[config.mk]
export PLATFORM = sky130hd
export DESIGN_NAME = gate_sweep_bist
export DESIGN_NICKNAME = d
export VERILOG_FILES = /design/src/rtl/gate_sweep_bist.sv
export SDC_FILE = /design/constraint.sdc
export NUM_CORES = 1
export LEC_CHECK = 0
export BUFFER_PORTS_ARGS = -buffer_cell sky130_fd_sc_hd__buf_2
export CAP_MARGIN = 20
export CORE_MARGIN = 5
export CORE_UTILIZATION = 49
export CTS_CLUSTER_DIAMETER = 60
export DETAILED_ROUTE_END_ITERATION = 16
export PLACE_DENSITY_LB_ADDON = 0.05
export SLEW_MARGIN = 20
export SYNTH_ARGS = -nofsm -noshare
export SYNTH_HDL_FRONTEND = slang
export SYNTH_SLANG_ARGS = --single-unit
[constraint.sdc]
create_clock -name clk -period 2.25 [get_ports clk]
set_input_delay 0.225 -clock clk [delete_from_list [all_inputs] [get_ports clk]]
set_output_delay 0.225 -clock clk [all_outputs]
set_load 0.05 [all_outputs]
[src/rtl/gate_sweep_bist.sv]
// -----------------------------------------------------------------------------
// gate_sweep_bist
//
// Exhaustive truth-table self-checker for an N_IN-input combinational gate.
// It walks the stim vector through 0 .. 2^N_IN-1, holds each vector for SETTLE
// cycles and then samples dut_y against a built-in reference. The reference
// function is chosen by op and latched at start. The checker counts mismatching
// vectors and records the first failing vector.
//
// Parameters
//   N_IN    number of gate inputs (1..8)
//   SETTLE  cycles each vector is held before dut_y is sampled (>= 1)
//
// Ports
//   clk         rising-edge clock
//   rst_n       synchronous, active-low reset
//   start       begin a sweep (accepted only in IDLE or DONE, op <= 5)
//   abort       leave any active state and return to IDLE
//   op          reference: 0 AND, 1 OR, 2 XOR, 3 NAND, 4 NOR, 5 XNOR
//   dut_y       output of the gate under test
//   stim        vector currently applied to the gate under test
//   busy        sweep in progress
//   done        sweep complete, results valid
//   pass        with done: no mismatches were seen
//   err_count   number of mismatching vectors (0 .. 2^N_IN)
//   first_fail  stim value of the first mismatch
//   fail_seen   first_fail holds a valid vector
// -----------------------------------------------------------------------------
module gate_sweep_bist #(
    parameter int N_IN   = 2,
    parameter int SETTLE = 1
) (
    input  logic            clk,
    input  logic            rst_n,
    input  logic            start,
    input  logic            abort,
    input  logic [2:0]      op,
    input  logic            dut_y,
    output logic [N_IN-1:0] stim,
    output logic            busy,
    output logic            done,
    output logic            pass,
    output logic [N_IN:0]   err_count,
    output logic [N_IN-1:0] first_fail,
    output logic            fail_seen
);

    // A 1-bit counter is kept even when SETTLE is 1 so the vector is never zero width.
    localparam int CNT_W = (SETTLE > 1) ? $clog2(SETTLE) : 1;
    localparam logic [CNT_W-1:0] CNT_LAST = CNT_W'(SETTLE - 1);
    localparam logic [N_IN-1:0]  STIM_ALL = {N_IN{1'b1}};

    typedef enum logic [1:0] {
        S_IDLE,
        S_WAIT,
        S_CHECK,
        S_DONE
    } state_t;

    state_t           state;
    logic [2:0]       op_q;
    logic [CNT_W-1:0] settle_cnt;

    logic             exp_y;
    logic             mismatch;
    logic [N_IN:0]    err_inc;

    // Reference gate: codes 3..5 are the inverted forms of codes 0..2.
    function automatic logic ref_gate(input logic [2:0] f, input logic [N_IN-1:0] v);
        logic r;
        case (f)
            3'd0, 3'd3: r = &v;
            3'd1, 3'd4: r = |v;
            default:    r = ^v;
        endcase
        if (f >= 3'd3) begin
            r = ~r;
        end
        return r;
    endfunction

    // Saturating count: it can reach at most 2^N_IN, but it must never wrap.
    function automatic logic [N_IN:0] sat_inc(input logic [N_IN:0] c, input logic en);
        if (en && !(&c)) begin
            return c + (N_IN+1)'(1);
        end
        return c;
    endfunction

    always_comb begin
        exp_y    = ref_gate(op_q, stim);
        mismatch = (dut_y != exp_y);
        err_inc  = sat_inc(err_count, mismatch);
    end

    always_ff @(posedge clk) begin
        if (!rst_n) begin
            state      <= S_IDLE;
            op_q       <= 3'd0;
            settle_cnt <= '0;
            stim       <= '0;
            busy       <= 1'b0;
            done       <= 1'b0;
            pass       <= 1'b0;
            err_count  <= '0;
            first_fail <= '0;
            fail_seen  <= 1'b0;
        end else if (abort && (state != S_IDLE)) begin
            // Results are left in place so a halted sweep can still be inspected.
            state      <= S_IDLE;
            settle_cnt <= '0;
            stim       <= '0;
            busy       <= 1'b0;
            done       <= 1'b0;
            pass       <= 1'b0;
        end else begin
            case (state)
                S_IDLE, S_DONE: begin
                    // abort also blocks start while already in IDLE.
                    if (start && !abort && (op <= 3'd5)) begin
                        state      <= S_WAIT;
                        op_q       <= op;
                        settle_cnt <= '0;
                        stim       <= '0;
                        busy       <= 1'b1;
                        done       <= 1'b0;
                        pass       <= 1'b0;
                        err_count  <= '0;
                        first_fail <= '0;
                        fail_seen  <= 1'b0;
                    end
                end

                S_WAIT: begin
                    if (settle_cnt == CNT_LAST) begin
                        settle_cnt <= '0;
                        state      <= S_CHECK;
                    end else begin
                        settle_cnt <= settle_cnt + CNT_W'(1);
                    end
                end

                S_CHECK: begin
                    err_count <= err_inc;
                    if (mismatch && !fail_seen) begin
                        first_fail <= stim;
                        fail_seen  <= 1'b1;
                    end
                    if (stim == STIM_ALL) begin
                        // pass includes the vector being checked on this cycle.
                        state <= S_DONE;
                        busy  <= 1'b0;
                        done  <= 1'b1;
                        pass  <= (err_inc == '0);
                    end else begin
                        stim  <= stim + N_IN'(1);
                        state <= S_WAIT;
                    end
                end

                default: begin
                    state <= S_IDLE;
                end
            endcase
        end
    end

endmodule

==> impl.org <==
** Outcome
- Outcome :: finished, final reports clean

** Logic synthesis
- Synthesized flop and latch total :: 16
- Synth Instances :: 131
- Net count after synthesis :: 146
- Number of distinct standard cells referenced by the synthesized netlist :: 39
- Post-Syn Area per Cell :: 8.13 µm²
- The cell area that synthesis handed to floorplanning was 0.00106 mm².
- For this run, the register share of the synthesized area comes to 0.301.
- Yosys printed 0 warnings.

** Detailed routing
- The first routing iteration left 35 violations.
- WL final :: 2650 µm
- The first TritonRoute pass finished after 4 iterations.
- Antenna violation net count after detailed routing :: 0
- The detailed router placed 1061 vias in this run.
- Via-to-Cell Ratio :: 5.89
- In the routed design, unresolved DRC markers number 0.
- Dividing the detail-routed wire length by the instance count gives 14.7 µm.

** Floorplanning
- In this run the vertical extent of the chip is 56.6 µm.
- Number of top-level design ports :: 19
- The initial utilization of the core area, before any placement, comes to 0.527.
- Area enclosed by the die boundary :: 0.00321 mm²
- The initialized floorplan defines 16 standard-cell rows.
- From left edge to right edge, the die measures 56.6 µm.
- The floorplan step defined a core boundary enclosing 0.00202 mm².

** Hold path
- Min-Delay Path Depth :: 3
- Hold Path Sink :: op_q[1]
- Class of the tightest hold or removal check :: input pin to register
- The worst hold path begins at op[1].

** Critical path
- The number of cells on the worst reg-to-reg path is 7.
- CP cell instances :: inv_1 > ha_4 > mux2i_4 > mux2i_4 > nand4_4 > or4_1 > a31oi_1
- Of all nets on the critical path, the largest fanout is 9.
- In this run the critical register-to-register path is captured at err_count[0].
- The largest single stage delay on the critical path is 0.55 ns.
- Launch point of the worst reg-to-reg path :: stim[0]
- Most numerous cell on the critical path :: sky130_fd_sc_hd__mux2i_4
- Crit start category :: register
- Data on the critical path arrives at its endpoint at 2.36 ns.
- At the worst endpoint, the required time is 2.48 ns.
- Critical setup path kind :: register to register
- Cell with the biggest individual delay on the critical path :: sky130_fd_sc_hd__or4_1
- Across all register-to-register paths, the minimum setup slack is 0.12 ns.
- STA classifies the critical path endpoint as a register.

** Clocking
- TritonCTS built the clock tree.
- Hold-fix buffer count after cts :: 0
- No sink is reached through more buffers than the 2 on the longest clock path.
- CTS built an H-tree with a depth of 1.
- Number of clock sinks :: 16
- Buffers inserted during clock tree synthesis total 3.
- Clock Tree Root :: sky130_fd_sc_hd__clkbuf_4
- For the worst-skew pair, the clock arrives at the later sink with an insertion delay of 0.29 ns.
- Clock-pin slew was measured on the worst setup and hold paths at 0.10 ns.

** Global routing
- Global-route wire length before repair :: 4200 µm
- Maximum number of pins on one net before global-route repair :: 21
- Summed over all layers, the global routing overflow is 0.
- For this run, the total global-route usage over all layers was measured as 0.167.
- The number of global-route vias before repair was 952.
- The initial antenna violation count is 0.

** Timing
- Worst Max-Slew Pin Slew :: 0.664 ns
- The clock period could shrink to 2.13 ns.
- After routing, the total negative slack on setup checks comes to 0 ns.
- Period utilisation layout :: 0.948
- The hold violation total from the final report is 0.
- Setup violations remaining at the end of the flow were counted as 0.
- For the final database, setup skew stands at 0.000850 ns.
- Headroom to the max-slew limit :: 0.557
- Max Freq :: 469 MHz
- Count of pins over their slew limit :: 0

** Power
- Proportion of power drawn by the clock network :: 0.136
- Static Leak :: 0.534 nW
- Peak supply drop :: 0.993 mV
- Power density of the placed cells :: 924 mW/mm²
- Of the total power, the share spent switching nets is 0.470.
- Fraction of power consumed by sequential logic :: 0.309
- Switching Power :: 0.551 mW
- Of the total power, combinational logic draws 0.555.
- Power Internal :: 0.621 mW

** Place
- Number of port buffers :: 18
- Once detailed placement completed, the half-perimeter wirelength came to 1970 µm.
- At the end of routability-driven placement, the weighted congestion stood at 0.813.
- Placed Cells :: 174

** Cells and area
- Relative to the synthesized area, the layout overhead comes to 19.2%.
- Fillers :: 199
- In the layout the commonest cells are sky130_fd_sc_hd__nand2_1 (19), sky130_fd_sc_hd__buf_2 (18), sky130_fd_sc_hd__dfxtp_1 (14).
- The number of antenna diodes in the final layout is 0.
- Leaving out fill and tap cells, the most frequent cell in the layout is sky130_fd_sc_hd__nand2_1.
- The net count of the finished layout is 169.
- Final std cells w/o fill :: 180
- Of the cells placed in the final design, the portion with a size suffix greater than 1 is 0.248.

** Flow run
- Across the run, the number of max-cap violations was 0.
[state kept, by name (all words and copies together), names as in the netlist]
register / cells
busy: 1
done: 1
err_count: 3
fail_seen: 1
first_fail: 2
op_q: 3
pass: 1
state: 2
stim: 2
[power groups by stage]
stage                     registers, mW  logic (mW)  clock network (mW)
after floorplan                   0.406       0.420                   0
after global placement            0.366       0.606                   0
after detailed placement          0.368       0.618                   0
after CTS                         0.361       0.620               0.163
after global routing              0.369       0.717               0.182
final                             0.362       0.650               0.160
[cell type report]
type	instances	area (µm²)	share of cell area
clock buffer	3	22.5	0.0178
clock inverter	1	3.75	0.00296
inverter	9	33.8	0.0266
multi-input combinational	100	712	0.561
sequential	16	328	0.258
tap	27	33.8	0.0266
timing repair buffer	24	135	0.107
[what timing repair did]
item                                    CTS  global route
endpoints found under the setup margin    0             4
setup buffers                             0             2
resized for setup                         0             2
[logic make-up after synthesis]
logic type	Yosys count	share of synthesized area
AND/OR/NAND/NOR	53	0.266
multiplexers	5	0.0623
buffers and inverters	15	0.0623
AO/OA/AOI/OAI	35	0.227
adder cells (fa/ha/maj)	7	0.0823
flip-flops	16	0.301
[worst max path at each step]
stage,start,to,slack [ns],cells past startpoint
floorplan,stim[0],err_count[2],0.01,8
global placement,stim[0],err_count[2],0.11,7
detailed placement,stim[0],err_count[2],0.03,7
CTS,stim[0],err_count[2],0.001,7
global route,stim[0],err_count[0],-0.006,7
finish,stim[0],err_count[0],0.12,7
[worst max-delay path, delay by kind of cell, from the launching register on]
family                   cells  cell delay [ns]
AND/OR/NAND/NOR              2             0.73
multiplexers                 2             0.45
flip-flops                   1             0.38
adder cells (fa/ha/maj)      1             0.26
AO/OA/AOI/OAI                1             0.17
buffers and inverters        1             0.08
[cells in the mapped netlist]
| cell type | number | area share |
|---|---|---|
| sky130_fd_sc_hd__buf_2 | 2 | 0.0094 |
| sky130_fd_sc_hd__nand4_2 | 1 | 0.012 |
| sky130_fd_sc_hd__dfxtp_1 | 16 | 0.30 |
| sky130_fd_sc_hd__mux2i_4 | 1 | 0.021 |
| sky130_fd_sc_hd__nand4_1 | 1 | 0.0059 |
| sky130_fd_sc_hd__a41oi_1 | 1 | 0.0082 |
| sky130_fd_sc_hd__a311o_1 | 1 | 0.0094 |
| sky130_fd_sc_hd__nor4b_1 | 1 | 0.0082 |
| sky130_fd_sc_hd__or3_1 | 3 | 0.018 |
| sky130_fd_sc_hd__a31o_2 | 1 | 0.0082 |
| sky130_fd_sc_hd__or2_2 | 1 | 0.0059 |
| sky130_fd_sc_hd__nand2b_1 | 4 | 0.023 |
| sky130_fd_sc_hd__mux2i_2 | 1 | 0.013 |
| sky130_fd_sc_hd__and3b_2 | 1 | 0.0094 |
| sky130_fd_sc_hd__buf_1 | 1 | 0.0035 |
| sky130_fd_sc_hd__or4_1 | 3 | 0.021 |
| sky130_fd_sc_hd__a21oi_1 | 9 | 0.042 |
| sky130_fd_sc_hd__ha_1 | 7 | 0.082 |
| sky130_fd_sc_hd__nand2_1 | 19 | 0.067 |
| sky130_fd_sc_hd__o22ai_1 | 1 | 0.0059 |
| sky130_fd_sc_hd__clkbuf_1 | 2 | 0.0071 |
| sky130_fd_sc_hd__nor4_1 | 2 | 0.012 |
| sky130_fd_sc_hd__o2111a_1 | 1 | 0.011 |
| sky130_fd_sc_hd__nand3_1 | 3 | 0.014 |
| sky130_fd_sc_hd__a211o_2 | 1 | 0.0094 |
| sky130_fd_sc_hd__mux2i_1 | 3 | 0.028 |
| sky130_fd_sc_hd__a31oi_1 | 5 | 0.029 |
| sky130_fd_sc_hd__a211oi_1 | 2 | 0.014 |
| sky130_fd_sc_hd__buf_6 | 1 | 0.011 |
| sky130_fd_sc_hd__o21ai_0 | 3 | 0.014 |
| sky130_fd_sc_hd__nor3b_1 | 3 | 0.021 |
| sky130_fd_sc_hd__nor3_1 | 3 | 0.014 |
| sky130_fd_sc_hd__nor2_1 | 7 | 0.025 |
| sky130_fd_sc_hd__o211a_1 | 2 | 0.019 |
| sky130_fd_sc_hd__inv_1 | 9 | 0.032 |
| sky130_fd_sc_hd__a21o_1 | 2 | 0.014 |
| sky130_fd_sc_hd__a22oi_1 | 2 | 0.014 |
| sky130_fd_sc_hd__and4b_1 | 1 | 0.0094 |
| sky130_fd_sc_hd__o211ai_1 | 4 | 0.028 |
[routing by layer]
layer / vias to the layer above / global-route usage / part of all wire
met1: 487 / 0.214 / 0.44
li1: 527 / - / -
met2: 41 / 0.274 / 0.49
met3: 6 / 0.0505 / 0.060
met5: - / 0 / 0
met4: 0 / 0.0339 / 0.0079
[per-stage QoR]
stage / hold WS [ns] / power [mW] / cell area [µm²] / setup slack (ns) / utilization
after floorplan: 0.358 / 0.826 / 1090 / 0.0121 / -
after global placement: 0.450 / 0.972 / 1210 / 0.110 / 0.598
after detailed placement: 0.452 / 0.985 / 1210 / 0.0278 / 0.598
after CTS: 0.180 / 1.14 / 1240 / 0.00131 / 0.611
after global routing: 0.175 / 1.27 / 1270 / -0.00609 / 0.627
final: 0.183 / 1.17 / 1270 / 0.118 / 0.627
Note: power is estimated with default switching activity, not from simulation.
